--- src/rtl/mem_access_ctrl_pkg.sv ---
// Shared types and helpers for the MEM-stage data-memory access controller.
// Holds the controller state encoding, funct3 size codes and the alignment rule.
package mem_ctrl_pkg;

    typedef enum logic [1:0] {
        MS_IDLE = 2'b00,
        MS_REQ  = 2'b01,
        MS_WAIT = 2'b10
    } mem_state_t;

    localparam logic [2:0] F3_B  = 3'b000;
    localparam logic [2:0] F3_H  = 3'b001;
    localparam logic [2:0] F3_W  = 3'b010;
    localparam logic [2:0] F3_D  = 3'b011;
    localparam logic [2:0] F3_BU = 3'b100;
    localparam logic [2:0] F3_HU = 3'b101;
    localparam logic [2:0] F3_WU = 3'b110;

    // Size is funct3[1:0] for every code, so 111 falls into the doubleword rule.
    function automatic logic is_aligned(input logic [2:0] funct3, input logic [2:0] offset);
        logic ok;
        case (funct3[1:0])
            2'b00:   ok = 1'b1;
            2'b01:   ok = (offset[0] == 1'b0);
            2'b10:   ok = (offset[1:0] == 2'b00);
            default: ok = (offset == 3'b000);
        endcase
        return ok;
    endfunction

endpackage

--- src/rtl/mem_access_ctrl_load_extend.sv ---
// Load data extraction: shifts the bus doubleword down to the addressed byte lane
// and sign- or zero-extends it according to funct3.
module load_extend
    import mem_ctrl_pkg::*;
#(
    parameter int XLEN = 64
) (
    input  logic [XLEN-1:0] rdata,
    input  logic [2:0]      offset,
    input  logic [2:0]      funct3,
    output logic [XLEN-1:0] result
);

    logic [XLEN-1:0] shifted;

    assign shifted = rdata >> {offset, 3'b000};

    always_comb begin
        case (funct3)
            F3_B:    result = {{(XLEN-8){shifted[7]}}, shifted[7:0]};
            F3_H:    result = {{(XLEN-16){shifted[15]}}, shifted[15:0]};
            F3_W:    result = {{(XLEN-32){shifted[31]}}, shifted[31:0]};
            F3_BU:   result = {{(XLEN-8){1'b0}}, shifted[7:0]};
            F3_HU:   result = {{(XLEN-16){1'b0}}, shifted[15:0]};
            F3_WU:   result = {{(XLEN-32){1'b0}}, shifted[31:0]};
            default: result = shifted;
        endcase
    end

endmodule

--- src/rtl/mem_access_ctrl.sv ---
// MEM-stage data-memory access controller: one outstanding valid/ready bus access,
// busy state for the hazard unit, store lane alignment and load extension.
module mem_access_ctrl
    import mem_ctrl_pkg::*;
#(
    parameter int XLEN       = 64,
    parameter int BUS_ADDR_W = 64
) (
    input  logic                  clk,
    input  logic                  rst,
    input  logic                  mem_read_i,
    input  logic                  mem_write_i,
    input  logic [2:0]            funct3_i,
    input  logic [XLEN-1:0]       addr_i,
    input  logic [XLEN-1:0]       wdata_i,
    output logic [1:0]            state,
    output logic [XLEN-1:0]       load_data_o,
    output logic                  done_o,
    output logic                  misalign_o,
    output logic                  req_valid_o,
    input  logic                  req_ready_i,
    output logic                  req_we_o,
    output logic [BUS_ADDR_W-1:0] req_addr_o,
    output logic [XLEN-1:0]       req_wdata_o,
    output logic [XLEN/8-1:0]     req_wstrb_o,
    input  logic                  resp_valid_i,
    input  logic [XLEN-1:0]       resp_rdata_i
);

    mem_state_t        fsm;
    logic              done_q;
    logic              misalign_q;
    logic              we_q;
    logic [2:0]        off_q;
    logic [2:0]        f3_q;
    logic              fresh;
    logic              aligned;
    logic              start;
    logic [XLEN-1:0]   ext_data;
    logic [XLEN/8-1:0] size_mask;

    // done_q masks the instruction still sitting in MEMP during the completion cycle.
    assign fresh   = (mem_read_i | mem_write_i) & ~done_q;
    assign aligned = is_aligned(funct3_i, addr_i[2:0]);
    assign start   = ~rst & (fsm == MS_IDLE) & fresh & aligned;

    // Busy is raised combinationally so MEMP stalls in the cycle the request appears.
    assign state       = start ? MS_REQ : fsm;
    assign req_valid_o = start | (fsm == MS_REQ);

    always_comb begin
        size_mask = '0;
        case (funct3_i[1:0])
            2'b00:   size_mask[0]   = 1'b1;
            2'b01:   size_mask[1:0] = '1;
            2'b10:   size_mask[3:0] = '1;
            default: size_mask      = '1;
        endcase
    end

    assign req_we_o    = mem_write_i;
    assign req_addr_o  = {addr_i[BUS_ADDR_W-1:3], 3'b000};
    assign req_wdata_o = wdata_i << {addr_i[2:0], 3'b000};
    assign req_wstrb_o = mem_write_i ? (size_mask << addr_i[2:0]) : '0;

    assign done_o     = done_q;
    assign misalign_o = misalign_q;

    load_extend #(
        .XLEN(XLEN)
    ) u_load_extend (
        .rdata  (resp_rdata_i),
        .offset (off_q),
        .funct3 (f3_q),
        .result (ext_data)
    );

    always_ff @(posedge clk or posedge rst) begin
        if (rst) begin
            fsm         <= MS_IDLE;
            done_q      <= 1'b0;
            misalign_q  <= 1'b0;
            load_data_o <= '0;
            we_q        <= 1'b0;
            off_q       <= '0;
            f3_q        <= '0;
        end else begin
            done_q     <= 1'b0;
            misalign_q <= 1'b0;
            case (fsm)
                MS_IDLE: begin
                    if (fresh) begin
                        if (aligned) begin
                            we_q  <= mem_write_i;
                            off_q <= addr_i[2:0];
                            f3_q  <= funct3_i;
                            fsm   <= req_ready_i ? MS_WAIT : MS_REQ;
                        end else begin
                            done_q      <= 1'b1;
                            misalign_q  <= 1'b1;
                            load_data_o <= '0;
                        end
                    end
                end
                MS_REQ: begin
                    if (req_ready_i) begin
                        fsm <= MS_WAIT;
                    end
                end
                MS_WAIT: begin
                    if (resp_valid_i) begin
                        fsm    <= MS_IDLE;
                        done_q <= 1'b1;
                        if (!we_q) begin
                            load_data_o <= ext_data;
                        end
                    end
                end
                default: fsm <= MS_IDLE;
            endcase
        end
    end

endmodule

--- config.mk ---
export PLATFORM = sky130hd
export DESIGN_NAME = mem_access_ctrl
export DESIGN_NICKNAME = d
export VERILOG_FILES = /design/src/rtl/mem_access_ctrl_pkg.sv /design/src/rtl/mem_access_ctrl_load_extend.sv /design/src/rtl/mem_access_ctrl.sv
export SDC_FILE = /design/constraint.sdc
export NUM_CORES = 1
export LEC_CHECK = 0
export ABC_AREA = 1
export BUFFER_PORTS_ARGS = -buffer_cell sky130_fd_sc_hd__buf_2
export CELL_PAD_IN_SITES_DETAIL_PLACEMENT = 1
export CELL_PAD_IN_SITES_GLOBAL_PLACEMENT = 1
export CORE_MARGIN = 2
export CORE_UTILIZATION = 30
export CTS_CLUSTER_DIAMETER = 30
export DETAILED_ROUTE_END_ITERATION = 10
export PLACE_DENSITY_LB_ADDON = 0.08
export SYNTH_ARGS = -nofsm -noshare
export SYNTH_HDL_FRONTEND = slang
export SYNTH_SLANG_ARGS = --single-unit
--- constraint.sdc ---
create_clock -name clk -period 2.8 [get_ports clk]
set_clock_uncertainty 0.05 [all_clocks]
set_input_delay 0.28 -clock clk [delete_from_list [all_inputs] [get_ports clk]]
set_output_delay 0.28 -clock clk [all_outputs]
set_load 0.05 [all_outputs]
==> flow_summary.ini <==
[timing]
final-hold-violation-count = 0
timing.slew.headroom_pct = 36.0
post-route-worst-setup-slack_ps = 374
slew_viol_final = 0
finalCritPeriodShare_pct = 86.6
rsz0062_at_grt = no
setup_total_negative_slack_ps = 0
max_slew.worst_pin.slew_ps = 960
fmax_ghz = 0.412
report.final.setup_viol = 0
final.min_clock_period_ps = 2430

[synthesis]
post_synth_xor_xnor_area_pct = 0
synth.distinct_cells = 37
synth.cell_area_sq_um = 7480
synthesized_netlist_cell_count = 1257
postSynthRegisterBits = 75
synth_simple_gate_area_share_pct = 38.8
synthAdderAreaFrac_pct = 0
synth.avg_cell_area_sq_um = 5.95
combinational_family_with_the_most_area_after_synthesis = simple AND/OR/NAND/NOR gates
yosysWarnings = 0
synth_sequential_area_ratio_pct = 25.1
synth_compound_area_share_pct = 17.1
synth-async-reset-ratio_pct = 100
synth_mux_area_share_pct = 2.81
synth-edff-count = 0
yosys_most_used_dff = dfrtp_1

[grt]
grt_overflow_total = 0
grt_start_max_net_pins = 72
antenna_found_initial = 5
grt_pass1_vias = 8820
grt_usage_pct = 24.8
first_pass_grt_wire_length_mm = 50.9

[pwr]
power_report.internal_total_mw = 4.06
seqPwrFrac_pct = 19.5
pwr_density_cell_nw_per_um2 = 1140
power.switching_mw = 6.05
pwr-share-clk_pct = 13.8
power.leakage_nw = 5.18
finalPower_mw = 10.1
combinationalPowerShare_pct = 66.8
power_switching_share_pct = 59.8
vdd_ir_drop_max_mv = 0.764

[clocking]
cts_root_buf = clkbuf_16
clock_path_buffers = 2
ctsHtreeMaxLevel = 3
cts_tree = yes
cts_resized = 0
post-cts-setup-buffers = 0
clkLatencyLatePin_ps = 360
clk_pin_slew_ps = 70
numClockSinks = 75
cts_inserted_buffers = 9

[detailed_routing]
avgViaCountPerCell = 5.08
detailedRoute.firstPassIterationCount = 4
final_ant_viol_nets = 0
drc = 0
wl_per_cell_microns = 18.8
drt_first_iter_violations = 585
via_count = 8872
wl_mm = 32.9

[min_path]
holdPathEnd = fsm[0]
hold_path_class = input port to register
min_from = req_ready_i
timing.hold.worst_path_depth = 2

[die]
die_h_microns = 162
core_area_sq_um = 24400
initial_utilization_pct = 30.7
rows = 57
design.die.area_sq_um = 26200
die_w_microns = 162
pin_count = 407

[final_layout]
most_common_cell_after_layout_fill_and_taps_aside = nand2_1
area_taken_by_flip_flops_and_latches_sq_um = 1880
synthToLayoutAreaGrowth_pct = 19.1
fin_util_pct = 36.5
layout.nets = 1616
multi_input_comb_area_sq_um = 4400
design_area_sq_um = 8900
most_used_cells_in_the_layout_excluding_fill_and_tap_cells = nand2_1, buf_2, nand3_1
drive_gt1_share_pct = 23.9
final.fill_count = 3371

[critical_path]
critPathKind = register to register
reg2reg_from = off_q[0]
rr_worst_depth = 10
timing.critical_path.from = off_q[0]
critical_path.reg2reg.endpoint = load_data_o[54]
cp_required_ps = 3040
worstPathBufferInverterCount = 2
r2r_setup_slack_ps = 370
timing.critical_path.slowest_stage_cell = dfrtp_2
cp-end-kind = register
timing.critical_path.fanout_max = 36
path_common_cell = nand2_1
crit_path_cell_trace = inv_4 > nand2_1 > nand3_1 > nand2_1 > nand2_1 > nand3_1 > nand2_1 > buf_4 > o21ai_1 > nand2_1
crit_path_max_incr_delay_ps = 480
critical-path-top-delay-family = simple AND/OR/NAND/NOR gates
arrival_ps = 2670
worst_setup_path_start_kind = register

[job]
cap_viol_max_count = 0

[place]
buffer_ports.inserted = 281
dp_worst_setup_slack_ps = 421
routabilityCongestion = 0.859
detailedPlacementHpwl_mm = 25.0
placement.cell_area_sq_um = 8540

[outcome]
run_status = finished, final reports clean
flip-flops by register name (all words and copies together), names as in the netlist:
signal       flops
f3_q             3
done_o           1
fsm              2
misalign_o       1
off_q            3
we_q             1
load_data_o     64
how the worst max path moves through the flow:
stage	to	cells after the start
6_report	load_data_o[54]	10
5_1_grt	load_data_o[34]	8
4_1_cts	load_data_o[56]	10
3_5_place_dp	load_data_o[59]	10
3_3_place_gp	load_data_o[34]	10
2_1_floorplan	req_valid_o	4
power by group through the flow:
stage | clock (mW) | combinational, mW | sequential, mW
2_1_floorplan | 0 | 3.81 | 3.39
5_1_grt | 1.46 | 7.38 | 2.03
3_5_place_dp | 0 | 6.77 | 1.98
3_3_place_gp | 0 | 6.72 | 2.00
6_report | 1.39 | 6.75 | 1.97
4_1_cts | 1.42 | 6.80 | 1.97
cell families (layout without fill, tap and decap cells):
logic type / count (synthesis) / in the layout
other cells: 1 / 7
simple gates: 702 / 702
buf+inv: 220 / 381
compound gates: 238 / 238
mux: 21 / 21
flops: 75 / 75
worst reg2reg max path: stages (launching register included):
cell     delay, ps
dfrtp_2        480
inv_4          320
nand2_1        150
nand3_1        100
nand2_1         80
nand2_1         80
nand3_1         70
nand2_1        460
buf_4          370
o21ai_1        120
nand2_1         70
cell type report:
type | instances | area share [%]
well taps | 324 | 4.55
inverters | 60 | 2.59
multi-input cells | 964 | 49.4
diodes | 4 | 0.112
flip-flops and latches | 75 | 21.1
clock buffers | 10 | 2.57
repair buffers | 305 | 18.4
clock inverters | 6 | 1.26
cells in the mapped netlist (2+ instances only):
cell / instances / area, sq um
buf_4: 70 / 526
o21ai_1: 36 / 180
dfrtp_1: 75 / 1880
a21oi_1: 55 / 275
buf_6: 8 / 90.1
inv_2: 4 / 15.0
and2_1: 2 / 12.5
clkbuf_1: 21 / 78.8
nand2_2: 3 / 18.8
nand2_1: 471 / 1770
clkbuf_2: 3 / 15.0
nand2_4: 2 / 22.5
inv_1: 54 / 203
buf_1: 15 / 56.3
o21ai_0: 109 / 546
a22oi_1: 2 / 15.0
nor3_1: 2 / 10.0
nor2_1: 71 / 267
buf_2: 43 / 215
mux2i_1: 21 / 210
nand3_1: 143 / 716
nand3_2: 3 / 30.0
o22ai_1: 9 / 56.3
a21o_1: 2 / 15.0
o211ai_1: 21 / 158
through the flow:
| stage | std cells | hold slack, ps |
|---|---|---|
| final | 1748 | 30.5 |
| after global routing | 1746 | 35.4 |
| after CTS | 1744 | 28.8 |
| after detailed placement | 1727 | 375 |
| after global placement | 1727 | 363 |
| after floorplan | 1259 | 296 |
repair_timing:
action | 4_1_cts | 5_1_grt
endpoints found under the hold margin | 4 | 0
endpoints found under the setup margin | 0 | 0
hold buffers | 1 | 0
metal layers:
layer | global-route usage, % | vias up | routed length [microns]
li1 | - | 4357 | -
met1 | 35.7 | 4201 | 15700
met2 | 37.9 | 244 | 14600
met3 | 4.93 | 68 | 1920
met4 | 5.91 | 2 | 657
met5 | 0 | - | 11
Note: power is estimated with default switching activity, not from simulation.
